--- src/rtl/fc_layer_engine_pkg.sv ---
// Shared types, default widths and the saturating rescale helper for the
// fully-connected layer engine.
package fc_pkg;

  typedef enum logic [2:0] {
    IDLE  = 3'd0,
    BIAS  = 3'd1,
    MAC   = 3'd2,
    DRAIN = 3'd3,
    WRITE = 3'd4,
    DONE  = 3'd5
  } fc_state_t;

  localparam int DEF_IN_DIM  = 64;
  localparam int DEF_OUT_DIM = 32;
  localparam int DEF_DATA_W  = 16;
  localparam int DEF_FRAC_W  = 8;
  localparam int DEF_ACC_W   = 40;

  // Working width of the helper; callers sign-extend their accumulator to it.
  localparam int SAT_W = 64;

  // Arithmetic right shift by frac_w (floor) then clamp to a signed data_w range.
  // The result fits in data_w bits; callers narrow it with a size cast.
  function automatic logic signed [SAT_W-1:0] sat_shift(
    input logic signed [SAT_W-1:0] acc,
    input int                      data_w,
    input int                      frac_w
  );
    logic signed [SAT_W-1:0] sh;
    logic signed [SAT_W-1:0] hi;
    logic signed [SAT_W-1:0] lo;
    sh = acc >>> frac_w;
    hi = (64'sd1 <<< (data_w - 1)) - 64'sd1;
    lo = -(64'sd1 <<< (data_w - 1));
    if (sh > hi)      return hi;
    else if (sh < lo) return lo;
    else              return sh;
  endfunction

endpackage

--- src/rtl/fc_layer_engine_mac_unit.sv ---
// Multiply-accumulate datapath: one signed product per cycle into a wide
// accumulator that can be preloaded with the bias aligned to the product scale.
module fc_mac_unit
  import fc_pkg::*;
#(
  parameter int DATA_W = DEF_DATA_W,
  parameter int FRAC_W = DEF_FRAC_W,
  parameter int ACC_W  = DEF_ACC_W
) (
  input  logic                     clk,
  input  logic                     i_load_bias,
  input  logic                     i_accumulate,
  input  logic signed [DATA_W-1:0] i_b_data,
  input  logic signed [DATA_W-1:0] i_in_data,
  input  logic signed [DATA_W-1:0] i_w_data,
  output logic signed [ACC_W-1:0]  o_acc
);

  logic signed [ACC_W-1:0]    r_acc;
  logic signed [2*DATA_W-1:0] w_prod;
  logic signed [ACC_W-1:0]    w_prod_ext;
  logic signed [ACC_W-1:0]    w_bias_ext;

  assign w_prod     = i_in_data * i_w_data;
  assign w_prod_ext = {{(ACC_W-2*DATA_W){w_prod[2*DATA_W-1]}}, w_prod};
  // Bias shares the operand Q format, so shift it up to the product's 2*FRAC_W scale.
  assign w_bias_ext = {{(ACC_W-DATA_W-FRAC_W){i_b_data[DATA_W-1]}}, i_b_data, {FRAC_W{1'b0}}};
  assign o_acc      = r_acc;

  // Accumulator: bias preload, product accumulate, otherwise hold.
  always_ff @(posedge clk) begin
    if (i_load_bias)       r_acc <= w_bias_ext;
    else if (i_accumulate) r_acc <= r_acc + w_prod_ext;
  end

endmodule

--- src/rtl/fc_layer_engine.sv ---
// Fully-connected layer engine: on a start pulse, walks every output neuron,
// streams bias/inputs/weights from synchronous memories, and writes the
// saturated result of each neuron to the output buffer, then pulses out_done.
// Build option: define FC_RELU_EN to clamp negative results to zero on write.
module fc_layer_engine
  import fc_pkg::*;
#(
  parameter  int IN_DIM  = DEF_IN_DIM,
  parameter  int OUT_DIM = DEF_OUT_DIM,
  parameter  int DATA_W  = DEF_DATA_W,
  parameter  int FRAC_W  = DEF_FRAC_W,
  parameter  int ACC_W   = DEF_ACC_W,
  localparam int IA_W    = $clog2(IN_DIM),
  localparam int WA_W    = $clog2(IN_DIM*OUT_DIM),
  localparam int OA_W    = (OUT_DIM > 1) ? $clog2(OUT_DIM) : 1
) (
  input  logic                     clk,
  input  logic                     rst,
  input  logic                     start,
  output logic                     busy,
  output logic                     out_done,
  output logic [IA_W-1:0]          in_addr,
  input  logic signed [DATA_W-1:0] in_data,
  output logic [WA_W-1:0]          w_addr,
  input  logic signed [DATA_W-1:0] w_data,
  output logic [OA_W-1:0]          b_addr,
  input  logic signed [DATA_W-1:0] b_data,
  output logic                     out_we,
  output logic [OA_W-1:0]          out_addr,
  output logic signed [DATA_W-1:0] out_data
);

  fc_state_t               r_state;
  fc_state_t               w_next;
  logic [OA_W-1:0]         r_o;
  logic [IA_W-1:0]         r_i;
  logic [WA_W-1:0]         r_w;
  logic                    w_last_i;
  logic                    w_last_o;
  logic                    w_load;
  logic                    w_accum;
  logic signed [ACC_W-1:0] w_acc;
  logic signed [SAT_W-1:0] w_acc_ext;
  logic signed [DATA_W-1:0] w_sat;
  logic signed [DATA_W-1:0] w_result;

  assign w_last_i = (r_i == IA_W'(IN_DIM - 1));
  assign w_last_o = (r_o == OA_W'(OUT_DIM - 1));

  // The first MAC cycle sees the bias fetched in BIAS; later MAC cycles and
  // DRAIN see the product for the address issued one cycle earlier.
  assign w_load  = (r_state == MAC) && (r_i == '0);
  assign w_accum = ((r_state == MAC) && (r_i != '0)) || (r_state == DRAIN);

  fc_mac_unit #(
    .DATA_W (DATA_W),
    .FRAC_W (FRAC_W),
    .ACC_W  (ACC_W)
  ) u_mac (
    .clk          (clk),
    .i_load_bias  (w_load),
    .i_accumulate (w_accum),
    .i_b_data     (b_data),
    .i_in_data    (in_data),
    .i_w_data     (w_data),
    .o_acc        (w_acc)
  );

  assign w_acc_ext = {{(SAT_W-ACC_W){w_acc[ACC_W-1]}}, w_acc};
  assign w_sat     = DATA_W'(sat_shift(w_acc_ext, DATA_W, FRAC_W));
`ifdef FC_RELU_EN
  assign w_result  = w_sat[DATA_W-1] ? '0 : w_sat;
`else
  assign w_result  = w_sat;
`endif

  // Addresses are the counters themselves; they hold outside BIAS/MAC.
  assign in_addr  = r_i;
  assign w_addr   = r_w;
  assign b_addr   = r_o;
  assign out_addr = r_o;

  // State register.
  always_ff @(posedge clk) begin
    if (!rst) r_state <= IDLE;
    else      r_state <= w_next;
  end

  // Next-state logic; start is only looked at in IDLE.
  always_comb begin
    w_next = r_state;
    case (r_state)
      IDLE:    if (start) w_next = BIAS;
      BIAS:    w_next = MAC;
      MAC:     if (w_last_i) w_next = DRAIN;
      DRAIN:   w_next = WRITE;
      WRITE:   w_next = w_last_o ? DONE : BIAS;
      DONE:    w_next = IDLE;
      default: w_next = IDLE;
    endcase
  end

  // Neuron, input and weight counters; the weight address runs linearly
  // through the row-major ROM across the whole layer.
  always_ff @(posedge clk) begin
    if (!rst) begin
      r_o <= '0;
      r_i <= '0;
      r_w <= '0;
    end else begin
      case (r_state)
        IDLE: if (start) begin
          r_o <= '0;
          r_i <= '0;
          r_w <= '0;
        end
        MAC: begin
          r_i <= w_last_i ? '0 : r_i + IA_W'(1);
          r_w <= r_w + WA_W'(1);
        end
        WRITE: if (!w_last_o) r_o <= r_o + OA_W'(1);
        default: ;
      endcase
    end
  end

  // Outputs decoded from the state; write data is zero except on a write.
  always_comb begin
    busy     = (r_state != IDLE);
    out_done = (r_state == DONE);
    out_we   = (r_state == WRITE);
    out_data = '0;
    if (r_state == WRITE) out_data = w_result;
  end

endmodule

--- config.mk ---
export PLATFORM = sky130hd
export DESIGN_NAME = fc_layer_engine
export DESIGN_NICKNAME = d
export VERILOG_FILES = /design/src/rtl/fc_layer_engine_pkg.sv /design/src/rtl/fc_layer_engine_mac_unit.sv /design/src/rtl/fc_layer_engine.sv
export SDC_FILE = /design/constraint.sdc
export NUM_CORES = 1
export LEC_CHECK = 0
export ABC_AREA = 1
export CORE_MARGIN = 2
export CORE_UTILIZATION = 57
export DETAILED_ROUTE_END_ITERATION = 10
export PLACE_DENSITY = 0.77
export SYNTH_ARGS = -nofsm -noshare
export SYNTH_HDL_FRONTEND = slang
export SYNTH_HIERARCHICAL = 1
export SYNTH_SLANG_ARGS = --single-unit
--- constraint.sdc ---
create_clock -name clk -period 5.7 [get_ports clk]
set_input_delay 0.57 -clock clk [delete_from_list [all_inputs] [get_ports clk]]
set_output_delay 0.57 -clock clk [all_outputs]
set_load 0.02 [all_outputs]
# Yosys cells after proc, flatten, opt, wreduce, memory -nomap -nowiden
# Index checks and enable logic that the tools add are counted.
[totals]
register_bits = 65
inputBits = 51
output_inout_bits = 46
word_cells = 53
[op_classes]
add_sub_neg = 4
multipliers = 1
order_cmp = 2
eq_ne = 10
muxes = 17
reduce_logical = 13
[op_table]
columns = ["operator", "count"]
rows = [
  ["$mux W40", 2],
  ["$mux W16", 3],
  ["$add A40 B32 Y40", 1],
  ["$gt A32 B16 Y1 const B", 1],
  ["$lt A32 B16 Y1 const B", 1],
  ["$mul A16 B16 Y32", 1],
  ["$pmux W11 S2", 1],
  ["$pmux W3 S5", 1],
  ["$mux W6", 2],
  ["$pmux W6 S2", 1],
  ["$add A11 B1 Y11 const B", 1],
  ["$mux W11", 1],
  ["$mux W5", 2],
  ["$pmux W5 S2", 1],
  ["$mux W3", 3],
  ["$add A6 B1 Y6 const B", 1],
  ["$eq A3 B2 Y1 const B", 2],
  ["$eq A3 B3 Y1 const B", 2],
  ["$eq A6 B6 Y1 const B", 1],
  ["$logic_not A6 Y1", 1],
  ["$ne A2 B2 Y1 const B", 3],
  ["$reduce_bool A2 Y1", 3],
  ["$reduce_bool A6 Y1", 1],
  ["$add A5 B1 Y5 const B", 1],
  ["8 further kinds", 10],
]

# Longest topological paths before layout
[logic_depth]
depth_word = 5
ltp_mapped = 28
ltp_nobuf = 27

# Cells and area by module
# The synthesis kept the hierarchy.
[modules_own_cells]
columns = ["module", "n_inst", "cells_each", "area_per_inst_um2", "seq_area_each_um2"]
rows = [
  ["fc_mac_unit", 1, 1994, 15331.0, 1121.1],
  ["fc_layer_engine", 1, 267, 1697.9, 500.5],
]

# Worst setup path after synthesis
# OpenSTA, ideal clock, no wires.
[synth_path]
path_type = "input to register"
from = "input w_data[5]"
to = "register u_mac.r_acc[39] (netlist: u_mac/o_acc[39]) (data pin)"
setup_time_ps = 258
arrival_ps = 5977
required_time_ps = 5442
path_slack_ps = -535
cell_stages = 24
path_buffers = 2
path_cell_list = "clkbuf_1 > clkbuf_1 > nand2_1 > fa_1 > inv_1 > fa_1 > inv_1 > fa_1 > fa_1 > inv_1 > fa_1 > inv_1 > fa_1 > inv_1 > ha_1 > nand2_1 > inv_1 > nand2_1 > nor3b_4 > nand3_2 > nand3_2 > nand2_1 > nand3_1 > nand2_1"
[synth_between]
elab_chain_len = 4
[synth_rtl]
columns = ["element", "line", "rtl"]
rows = [
  ["from (decl)", "fc_layer_engine.sv:25", "input logic signed [DATA_W-1:0] w_data,"],
  ["$mul A16 B16 Y32", "fc_layer_engine_mac_unit.sv:24", "assign w_prod = i_in_data * i_w_data;"],
  ["$add A40 B32 Y40", "fc_layer_engine_mac_unit.sv:33", "else if (i_accumulate) r_acc <= r_acc + w_prod_ext;"],
  ["$mux W40", "fc_layer_engine_mac_unit.sv:33", ""],
  ["$mux W40", "fc_layer_engine_mac_unit.sv:32", "if (i_load_bias) r_acc <= w_bias_ext;"],
  ["to (signal assigned)", "fc_layer_engine_mac_unit.sv:32", ""],
  ["to (signal assigned)", "fc_layer_engine_mac_unit.sv:33", ""],
  ["to (decl)", "fc_layer_engine_mac_unit.sv:19", "logic signed [ACC_W-1:0] r_acc;"],
]
# Every way passes these cells. The select of a mux whose other input is x is not followed.
# A chain may end at the register's enable or synchronous reset.

# Worst setup path in the final report
[layout_path]
from = "input w_data[5]"
to = "register u_mac.r_acc[37] (netlist: u_mac/o_acc[37]) (data pin)"
# Same word-level chain as after synthesis.

==> flow_summary.toml <==
[drt]
wl_met3_mm = 4.54
met2WireLength_mm = 27.5
post_drt_via_cell_ratio = 5.44
vias = 15900
wirelength_mm = 54.6
dr.pass1.iters = 6
top_layer = "met4"
drc = 0
final_antenna_net_count = 0
drt_iter0_drc = 1528
m1WireLength_mm = 19.4
wl_per_cell_um = 18.6

[synth]
ys_seq_area_share_pct = 9.52
async_reset_ff_share_pct = 0
yosysWarningCount = 6
avgSynthCellArea_um2 = 7.53
synth_top_flop_cell = "dfxtp_1"
synthCells = 2261
ys_seq_elements = 65
synth_nets = 2762
syn_area_mm2 = 0.0170
synth_cell_types = 46
synth_edf_count = 32

[cells_and_area]
final_common_cell = "inv_1"
fillers = 1966
multi_input_area_mm2 = 0.0140
area_delta_synth_final_pct = 30.4
layout-drive-gt1-share_pct = 25.3
fin_cells = 2932
antennaDiodeCount = 0
seq_area_mm2 = 0.00162
final_nets = 3038
finish.utilization_pct = 75.1
layout_common_cells = "inv_1, nand2_1, fa_1, buf_4, ha_1"

[critical_path]
crit_arrival_ns = 5.92
cp.required_ns = 5.76
endpoint_kind = "flop"
cp-start-kind = "primary input"
crit_fanout = 6
reg2reg_slack_ns = 1.04
crit_type = "in -> reg"

[cts]
cts_sinks = 65
clock_path_buffers = 2
clkSlewWorstSetupHoldPaths_ns = 0.06
cts_tree = "done"
root_buffer = "clkbuf_16"
cts_buffers = 9
worstSkewPairLatency_ns = 0.34
htreeDepth = 3

[min_path]
hold_path_class = "reg -> reg"

[sta]
fin_crit_ns = 5.86
drv_slew = 0
rsz0062_at_grt = "yes"
setup_viol = 14
finalHoldViolations = 0
tightest_slew_ns = 1.19
fmax_mhz = 171
setup_ws_ns = -0.160
slew_headroom_pct = 20.6
clock_skew_ns = 0.0115
timing.final.crit_share_pct = 103

[global_route]
grt_remaining_overflow = 0
grt_max_degree = 37
track_usage_pct = 33.6
grt_pass1_vias = 16400
grt_pass1_wl_mm = 81.9
antenna_found_initial = 0

[die]
fp.dieH_um = 177
initial_core_util_pct = 57.6
io_pins = 97
placementRows = 63
core_mm2 = 0.0296
die_area_mm2 = 0.0313
die_x_um = 177

[placed_design]
place_ws_ns = -0.891
placedCellCount = 2829
numPortBuffers = 96
gp_congestion = 0.957
hpwl_mm = 38.9

[job]
drv_cap = 0

[outcome]
outcome = "complete, but fails checks"
violations = "negative setup slack"
## kinds of logic after synthesis
logic type | Yosys count | share of synthesized area (%)
XOR/XNOR | 14 | 0.720
buffers and inverters | 730 | 16.3
AO/OA/AOI/OAI | 133 | 4.25
flip-flops | 65 | 9.52
AND/OR/NAND/NOR | 869 | 21.6
adder cells (fa/ha/maj) | 450 | 47.6
## metrics by stage
stage	area [um2]	hold WS, ns	setup TNS [ns]
global placement	19600	0.455	-19.32
finish	22200	0.477	-1.50
CTS	21500	0.474	0
floorplan	17200	0.445	-0.0104
global route	22200	0.504	-3.76
detailed placement	19600	0.467	-21.62
## state kept, by name, summed over array words and instances (netlist names)
name and cells:
b_addr 5, in_addr 6, r_state 3, u_mac/o_acc 40, w_addr 11
## worst max-delay path, stage by stage
cell and delay [ns]:
buf_2 0.12, buf_6 0.13, nand2_2 0.08, fa_1 0.51
inv_1 0.09, fa_1 0.64, inv_4 0.09, buf_12 0.15
buf_4 0.13, fa_1 0.49, inv_1 0.07, fa_2 0.47
fa_1 0.51, inv_1 0.07, fa_1 0.49, inv_1 0.07
ha_4 0.29, nand2_1 0.08, nand2_1 0.11, nor2_2 0.18
nand2_1 0.09, a21oi_1 0.18, nand4_1 0.11, nand3_1 0.11
nand2_1 0.07
## per-layer routing
layer | up-vias | track usage [%]
met5 | - | 0
met4 | 0 | 14.1
met3 | 247 | 4.92
met2 | 864 | 59.3
met1 | 7768 | 41.1
li1 | 7060 | -
## what timing repair did
action | CTS | global route
setup endpoints to repair | 28 | 29
gates resized for setup | 293 | 222
hold buffers | 0 | 0
pin swaps | 132 | 177
gates cloned | 9 | 3
buffers inserted | 54 | 21
## synth_stat cells (all sizes together) (2+ instances only)
cell,instances,area [um2]
inv,650,2440
nand2,629,2420
fa,330,6610
nor2,135,608
ha,120,1500
a21oi,73,380
clkbuf,68,256
nand3,67,378
o21ai,42,214
dfxtp,33,661
edfxtp,32,961
nand3b,14,105
buf,11,77.6
nand4,9,56.3
nor3,9,55.1
xnor2,8,70.1
o21bai,7,52.6
xor2,6,52.6
o22ai,4,25.0
or2,3,18.8
a21boi,2,15.0
a21o,2,15.0
nor3b,2,26.3
## layout make-up
class	instances	area share, %
Clock inverter	7	0.372
Timing Repair Buffer	344	15.0
Sequential cell	65	7.30
Multi-Input combinational cell	1466	63.1
Clock buffer	9	1.01
Inverter	651	11.1
Tap cell	390	2.20
## worst paths after layout
path | startpoint | to | cells after the start
setup / recovery | w_data[5] | u_mac/o_acc[37]$_DFFE_PP_ | 25
hold reg to reg | u_mac/o_acc[3]$_SDFFE_PP0P_ | u_mac/o_acc[3]$_SDFFE_PP0P_ | 2
setup reg to reg | u_mac/o_acc[15]$_DFFE_PP_ | u_mac/o_acc[27]$_DFFE_PP_ | 20
hold / removal | u_mac/o_acc[3]$_SDFFE_PP0P_ | u_mac/o_acc[3]$_SDFFE_PP0P_ | 2
Power is not shown: default switching activity piles up to over one toggle a cycle in this logic, so the estimate is an artifact.
